`src/rtl/fft_unloader.sv`:
```
// Reads the in-place FFT result RAM in bit-reversed order and streams the bins out in natural order.
// A 2-entry FIFO (head = out_data register) absorbs the RAM read latency under backpressure.
module fft_unloader #(
  parameter int N_samples = 8,
  parameter int DATA_W    = 32,
  localparam int AW       = $clog2(N_samples)
) (
  input  logic              clk,
  input  logic              rst_n,
  input  logic              start,
  output logic              rd_en,
  output logic [AW-1:0]     rd_addr,
  input  logic [DATA_W-1:0] rd_data,
  output logic              out_valid,
  input  logic              out_ready,
  output logic [DATA_W-1:0] out_data,
  output logic [AW-1:0]     out_index,
  output logic              out_last,
  output logic              busy,
  output logic              done
);

  typedef enum logic [1:0] {IDLE, RUN, DONE} state_t;

  localparam logic [AW:0]   IDX_ONE  = (AW+1)'(1);
  localparam logic [AW-1:0] BIN_ONE  = AW'(1);
  localparam logic [AW-1:0] BIN_LAST = AW'(N_samples - 1);

  state_t              state, state_nxt;
  logic [AW:0]         rd_idx;
  logic                inflight;
  logic [1:0]          cnt, cnt_nxt;
  logic [DATA_W-1:0]   skid;
  logic                push, pop, issue, kick;

  function automatic logic [AW-1:0] bitrev(input logic [AW-1:0] a);
    logic [AW-1:0] r;
    for (int i = 0; i < AW; i++) r[i] = a[AW-1-i];
    return r;
  endfunction

  assign kick = (state == IDLE) && start;
  assign push = inflight;
  assign pop  = out_valid & out_ready;

  // A read is launched only if its word is guaranteed a slot: words held plus the
  // word returning now, minus the word leaving now, must leave room for one more.
  // rd_en therefore follows out_ready within the cycle so a draining stream never bubbles.
  assign issue = (state == RUN) && !rd_idx[AW] &&
                 (({1'b0, cnt} + {2'b00, inflight}) < (3'd2 + {2'b00, pop}));

  assign rd_en    = issue;
  assign rd_addr  = bitrev(rd_idx[AW-1:0]);
  assign out_last = out_valid && (out_index == BIN_LAST);
  assign busy     = (state != IDLE);
  assign done     = (state == DONE);
  assign cnt_nxt  = cnt + {1'b0, push} - {1'b0, pop};

  always_comb begin
    state_nxt = state;
    case (state)
      IDLE:    if (start) state_nxt = RUN;
      RUN:     if (pop && out_last) state_nxt = DONE;
      DONE:    state_nxt = IDLE;
      default: state_nxt = IDLE;
    endcase
  end

  always_ff @(posedge clk or negedge rst_n) begin
    if (!rst_n) state <= IDLE;
    else        state <= state_nxt;
  end

  always_ff @(posedge clk or negedge rst_n) begin
    if (!rst_n) begin
      rd_idx    <= '0;
      out_index <= '0;
      inflight  <= 1'b0;
    end else begin
      inflight <= issue;
      if (kick) begin
        rd_idx    <= '0;
        out_index <= '0;
      end else begin
        if (issue)               rd_idx    <= rd_idx + IDX_ONE;
        if (pop && !out_last)    out_index <= out_index + BIN_ONE;
      end
    end
  end

  // out_data is the FIFO head; skid is the second slot.
  always_ff @(posedge clk or negedge rst_n) begin
    if (!rst_n) begin
      cnt       <= '0;
      out_valid <= 1'b0;
      out_data  <= '0;
      skid      <= '0;
    end else begin
      cnt       <= cnt_nxt;
      out_valid <= (cnt_nxt != 2'd0);
      case ({push, pop})
        2'b10: begin
          if (cnt == 2'd0) out_data <= rd_data;
          else             skid     <= rd_data;
        end
        2'b01: begin
          if (cnt == 2'd2) out_data <= skid;
        end
        2'b11: begin
          if (cnt == 2'd2) begin
            out_data <= skid;
            skid     <= rd_data;
          end else begin
            out_data <= rd_data;
          end
        end
        default: ;
      endcase
    end
  end

endmodule

```
`config.mk`:
```
export PLATFORM = sky130hd
export DESIGN_NAME = fft_unloader
export DESIGN_NICKNAME = d
export VERILOG_FILES = /design/src/rtl/fft_unloader.sv
export SDC_FILE = /design/constraint.sdc
export NUM_CORES = 1
export LEC_CHECK = 0
export ABC_AREA = 1
export CAP_MARGIN = 15
export CORE_MARGIN = 2
export CORE_UTILIZATION = 40
export CTS_BUF_LIST = sky130_fd_sc_hd__clkbuf_8 sky130_fd_sc_hd__clkbuf_16
export CTS_CLUSTER_DIAMETER = 200
export DETAILED_ROUTE_END_ITERATION = 7
export DONT_BUFFER_PORTS = 1
export GPL_TIMING_DRIVEN = 0
export HOLD_SLACK_MARGIN = 0.15
export PLACE_DENSITY_LB_ADDON = 0.05
export REMOVE_ABC_BUFFERS = 1
export SKIP_CTS_REPAIR_TIMING = 1
export SLEW_MARGIN = 20
export SYNTH_ARGS = -nofsm -noshare
export SYNTH_HDL_FRONTEND = slang
export SYNTH_SLANG_ARGS = --single-unit
```
`constraint.sdc`:
```
create_clock -name clk -period 1.6 [get_ports clk]
set_input_delay 0.48 -clock clk [delete_from_list [all_inputs] [get_ports clk]]
set_output_delay 0.48 -clock clk [all_outputs]
set_load 0.05 [all_outputs]
```
==> reports/qor.txt, run 1 <==
CP Launch Type = flip-flop
GRT Resource Usage Total = 17.9%
N_diodes = 0
FMAX = 463 MHz
Worst r2r src = out_valid
Leading area contributor after synthesis = dfrtp_1
Hold Violations, Final = 77
Yosys cell types = 18
Cell Area, Synth = 3730 um2
Final worst hold slack = -0.178 ns
Post-DR wirelength/cell = 16.6 um
Placed inst area = 3700 um2
Worst-path clk slew = 0.08 ns
Slew HR = 41.3%
Vias per std cell = 5.06
Setup violations, final = 38
Final max-slew violation count = 0
Clk sinks = 77
Core Footprint = 9150 um2
Initial Util = 40.7%
Total wire length = 10.1 mm
Post-Synth Adder-Cell Area = 2.01%
Layout cells sized above 1 = 15.6%
CP required = 1.12 ns
Yosys Warn Count = 0
Fillers = 904
Worst Skew = 0.0119 ns
Async SR Flop Fraction = 100%
Die area = 10100 um2
HP Class = input port to asynchronous set/reset pin
Ys flop type = dfrtp_1
Synth top area cells = dfrtp_1, nand2_1, nand3_1
CTS tree = built
H-tree depth = 3
Max cap viols = 0
Failing checks = negative hold slack, negative setup slack
Number of global-route vias before repair = 2797
Chip height = 101 um
Final ANT Viol Nets = 0
Synth Area in Compound Gates = 4.84%
DRC Markers = 0
Die X = 101 um
RSZ-0062 raised after global routing = yes
Mux cell area share after synthesis = 0%
Post-route minimum period = 2.16 ns
Clock tree buffer depth = 2
HPWL Detailed = 4.73 mm
Slew at the pin closest to its max-slew limit = 0.877 ns
GP Congestion = 0.805
Syn avg cell area = 7.80 um2
Root buf cell = clkbuf_8
DRT Pass-1 Iters = 4
Initial antenna violation count = 0
Total grt overflow = 0
Crit path arrival time = 1.68 ns
Row cnt = 35
Top-area cell type share of the netlist area = 51.7%
#FFs+latches synth = 77
Final period util = 135%
CP Capture Type = output port
1st-iter DRT viols = 132
Largest family of logic cells by synthesized area = simple AND/OR/NAND/NOR gates
Final instance area = 4490 um2
Fin nets = 532
Top Ports = 79
First-pass GRT wire length = 14.1 mm
Setup WS post-layout = -0.560 ns
Area delta synth->final = 20.4%
Synth Area in Simple Gates = 28.4%
CP Max Fanout = 5
Synth cell count leaders = nand2_1, inv_1, dfrtp_1
Number of synthesized flops with an enable pin = 0
Clock Latency Late Sink = 0.34 ns
Synth Area in XOR/XNOR = 0.235%
Largest net degree at the start of global routing = 78
Top-count cell post-synth = nand2_1
Synthesized netlist cell count = 478
Routed vias = 3069
Cts bufs inserted = 9
Seq/Total Area, Yosys = 51.7%
Critical path startpoint = cnt[0]
Kind of critical path = flip-flop to output port
Status = finished with violations
I/O Buffers = 0
==> sequential cells by signal, indices dropped and copies added (netlist names) <==
| register | flops |
|---|---|
| cnt | 2 |
| inflight | 1 |
| out_data | 32 |
| out_index | 3 |
| out_valid | 1 |
| rd_idx | 4 |
| skid | 32 |
| state | 2 |
==> critical path, cell delays in order (launching register included) <==
cell and delay, ns:
dfrtp_2 0.47, ha_4 0.19, ha_4 0.26, nand2_2 0.06
nand2_4 0.10, clkinvlp_4 0.27
==> final timing paths <==
check,to,slack [ns],cells past startpoint
setup / recovery,rd_en,-0.56,5
hold / removal,rd_idx[3],-0.18,0
setup reg to reg,out_data[19],-0.22,7
hold reg to reg,skid[23],0.49,2
max in group asynchronous,skid[27],1.66,0
min in group clk,skid[29],0.28,2
==> layout by cell type, fill, tap and decap left out, drive strengths merged <==
cell	Yosys	routed
or2	1	1
nand2	164	169
nand3	75	75
nor3	1	1
xnor2	1	1
inv	81	80
nor2	8	8
clkbuf	0	10
buf	25	20
clkinvlp	0	4
o21ai	36	36
nand4	2	2
clkinv	1	3
bufinv	0	2
ha	6	6
dfrtp	77	77
==> kinds of logic after synthesis <==
logic type	Yosys count
AND/OR/NAND/NOR	251
adder cells (fa/ha/maj)	6
flip-flops	77
XOR/XNOR	1
buffers and inverters	107
AO/OA/AOI/OAI	36
==> final cells by class <==
| type | instances | area (um2) | area share, % |
|---|---|---|---|
| Multi-Input combinational cell | 299 | 1620 | 36.2 |
| Timing Repair inverter | 1 | 11.3 | 0.251 |
| Timing Repair Buffer | 20 | 195 | 4.35 |
| Tap cell | 111 | 139 | 3.10 |
| Inverter | 82 | 357 | 7.95 |
| Clock inverter | 6 | 87.6 | 1.95 |
| Sequential cell | 77 | 1940 | 43.2 |
| Clock buffer | 10 | 138 | 3.07 |
==> stage by stage <==
stage	setup TNS [ns]	hold WS (ns)	setup WS, ns	util, %	instances
after detailed placement	-62.41	0.186	-1.09	40.5	564
after floorplan	-24.95	0.184	-0.479	-	453
after CTS	-64.93	-0.204	-1.11	42.9	580
after global routing	-10.03	-0.210	-0.640	49.0	606
final	-6.74	-0.178	-0.560	49.0	606
after global placement	-73.11	0.186	-1.18	40.4	564
==> metal layers <==
layer	global-route usage [%]	share of wire, %
met3	3.95	4.8
met1	24.3	48
met2	28.3	46
met4	6.74	1.7
met5	0	0
Power of run 1 is not shown: default switching activity piles up to over one toggle a cycle in this logic, so the estimate is an artifact.
==> run 2, diff against run 1 <==
- CELL_PAD_IN_SITES_DETAIL_PLACEMENT: default -> 0
- CELL_PAD_IN_SITES_GLOBAL_PLACEMENT: default -> 1
==> reports/qor.txt, run 2 (synthesis results as in run 1) <==
Root buf cell = clkbuf_8
Final ANT Viol Nets = 0
Clock tree buffer depth = 2
Clk sinks = 77
GP Congestion = 0.726
Final worst hold slack = -0.184 ns
1st-iter DRT viols = 125
N_diodes = 0
Slew HR = 41.1%
Setup TNS = -4.22 ns
Top flop regs = out_data (32), skid (32), rd_idx (4)
CP Launch Type = flip-flop
CP Capture Type = output port
HP Class = input port to asynchronous set/reset pin
Chip height = 101 um
Largest net degree at the start of global routing = 78
Reg2reg end = out_data[27]
DRT Pass-1 Iters = 4
First-pass GRT wire length = 13.8 mm
Core Footprint = 9150 um2
Final non-filler cell total = 598
DRC Markers = 0
Final max-slew violation count = 0
Failing checks = negative hold slack, negative setup slack
Worst-path clk slew = 0.09 ns
Hold Violations, Final = 77
RSZ-0062 raised after global routing = yes
Post-DR wirelength/cell = 16.3 um
Reg2Reg Setup Slack = -0.13 ns
Cts bufs inserted = 9
Total wire length = 9.77 mm
CTS tree = built
Die X = 101 um
CP required = 1.12 ns
R2R depth = 6
CP Max Fanout = 5
Setup WS post-layout = -0.525 ns
Number of global-route vias before repair = 2645
Slew at the pin closest to its max-slew limit = 0.881 ns
Kind of critical path = flip-flop to output port
Setup violations, final = 39
Inst Count DP = 564
Post-route minimum period = 2.13 ns
Final period util = 133%
Worst r2r src = out_valid
Top Ports = 79
Status = finished with violations
Max cap viols = 0
H-tree depth = 3
Clock Latency Late Sink = 0.34 ns
Fin nets = 525
Most common cell after layout, fill and taps aside = nand2_1
Initial Util = 40.7%
Total grt overflow = 0
Highest-count cells in the layout ignoring fill and taps = nand2_1, inv_1, nand3_1
FMAX = 471 MHz
Die area = 10100 um2
GRT Resource Usage Total = 17.6%
Row cnt = 35
Area delta synth->final = 15.2%
Worst Skew = 0.0122 ns
HPWL Detailed = 4.80 mm
Vias per std cell = 5.01
Layout cells sized above 1 = 14.6%
Crit path arrival time = 1.65 ns
I/O Buffers = 0
Initial antenna violation count = 0
Routed vias = 2996
-- run 2: metal layers --
metal | GRT usage [%] | part of all wire (%) | vias up | wire length (um)
met2 | 27.7 | 47 | 61 | 4600
met3 | 4.79 | 4.3 | 5 | 420
met5 | 0 | 0 | - | 0
met4 | 5.37 | 0.70 | 0 | 68
met1 | 23.7 | 48 | 1451 | 4680
li1 | - | - | 1479 | -
-- run 2: layout make-up --
| cell class | instances | area [um2] |
|---|---|---|
| clock buffers | 9 | 124 |
| clock inverters | 6 | 56.3 |
| fillers | 943 | 4860 |
| inverters | 82 | 354 |
| multi-input cells | 297 | 1560 |
| flip-flops and latches | 77 | 1940 |
| well taps | 111 | 139 |
| repair buffers | 15 | 116 |
| repair inverters | 1 | 8.76 |
-- run 2: worst max-delay path: stages (launching register included) --
cell and delay [ns]:
dfrtp_2 0.46, ha_4 0.18, ha_4 0.15, inv_2 0.05, nand2_2 0.06, nor2_4 0.13
nand2_4 0.07, clkinvlp_4 0.22
-- run 2: worst max path at each step --
| stage | start | slack [ns] | to |
|---|---|---|---|
| after global routing | cnt[0] | -0.60 | rd_en |
| after floorplan | out_valid | -0.48 | skid[0] |
| after global placement | out_valid | -1.18 | skid[13] |
| after CTS | out_valid | -1.11 | out_data[27] |
| final | cnt[0] | -0.53 | rd_en |
| after detailed placement | out_valid | -1.09 | out_data[27] |
-- run 2: stage by stage --
step           setup slack [ns]  util, %  hold slack [ns]  instance area, um2
3_3_place_gp              -1.18     40.4            0.186                3700
4_1_cts                   -1.11     42.4           -0.193                3880
3_5_place_dp              -1.09     40.5            0.186                3700
2_1_floorplan            -0.479        -            0.184                3560
5_1_grt                  -0.596     46.9           -0.212                4290
6_report                 -0.525     46.9           -0.184                4290
Power of run 2 is left out for the same reason.
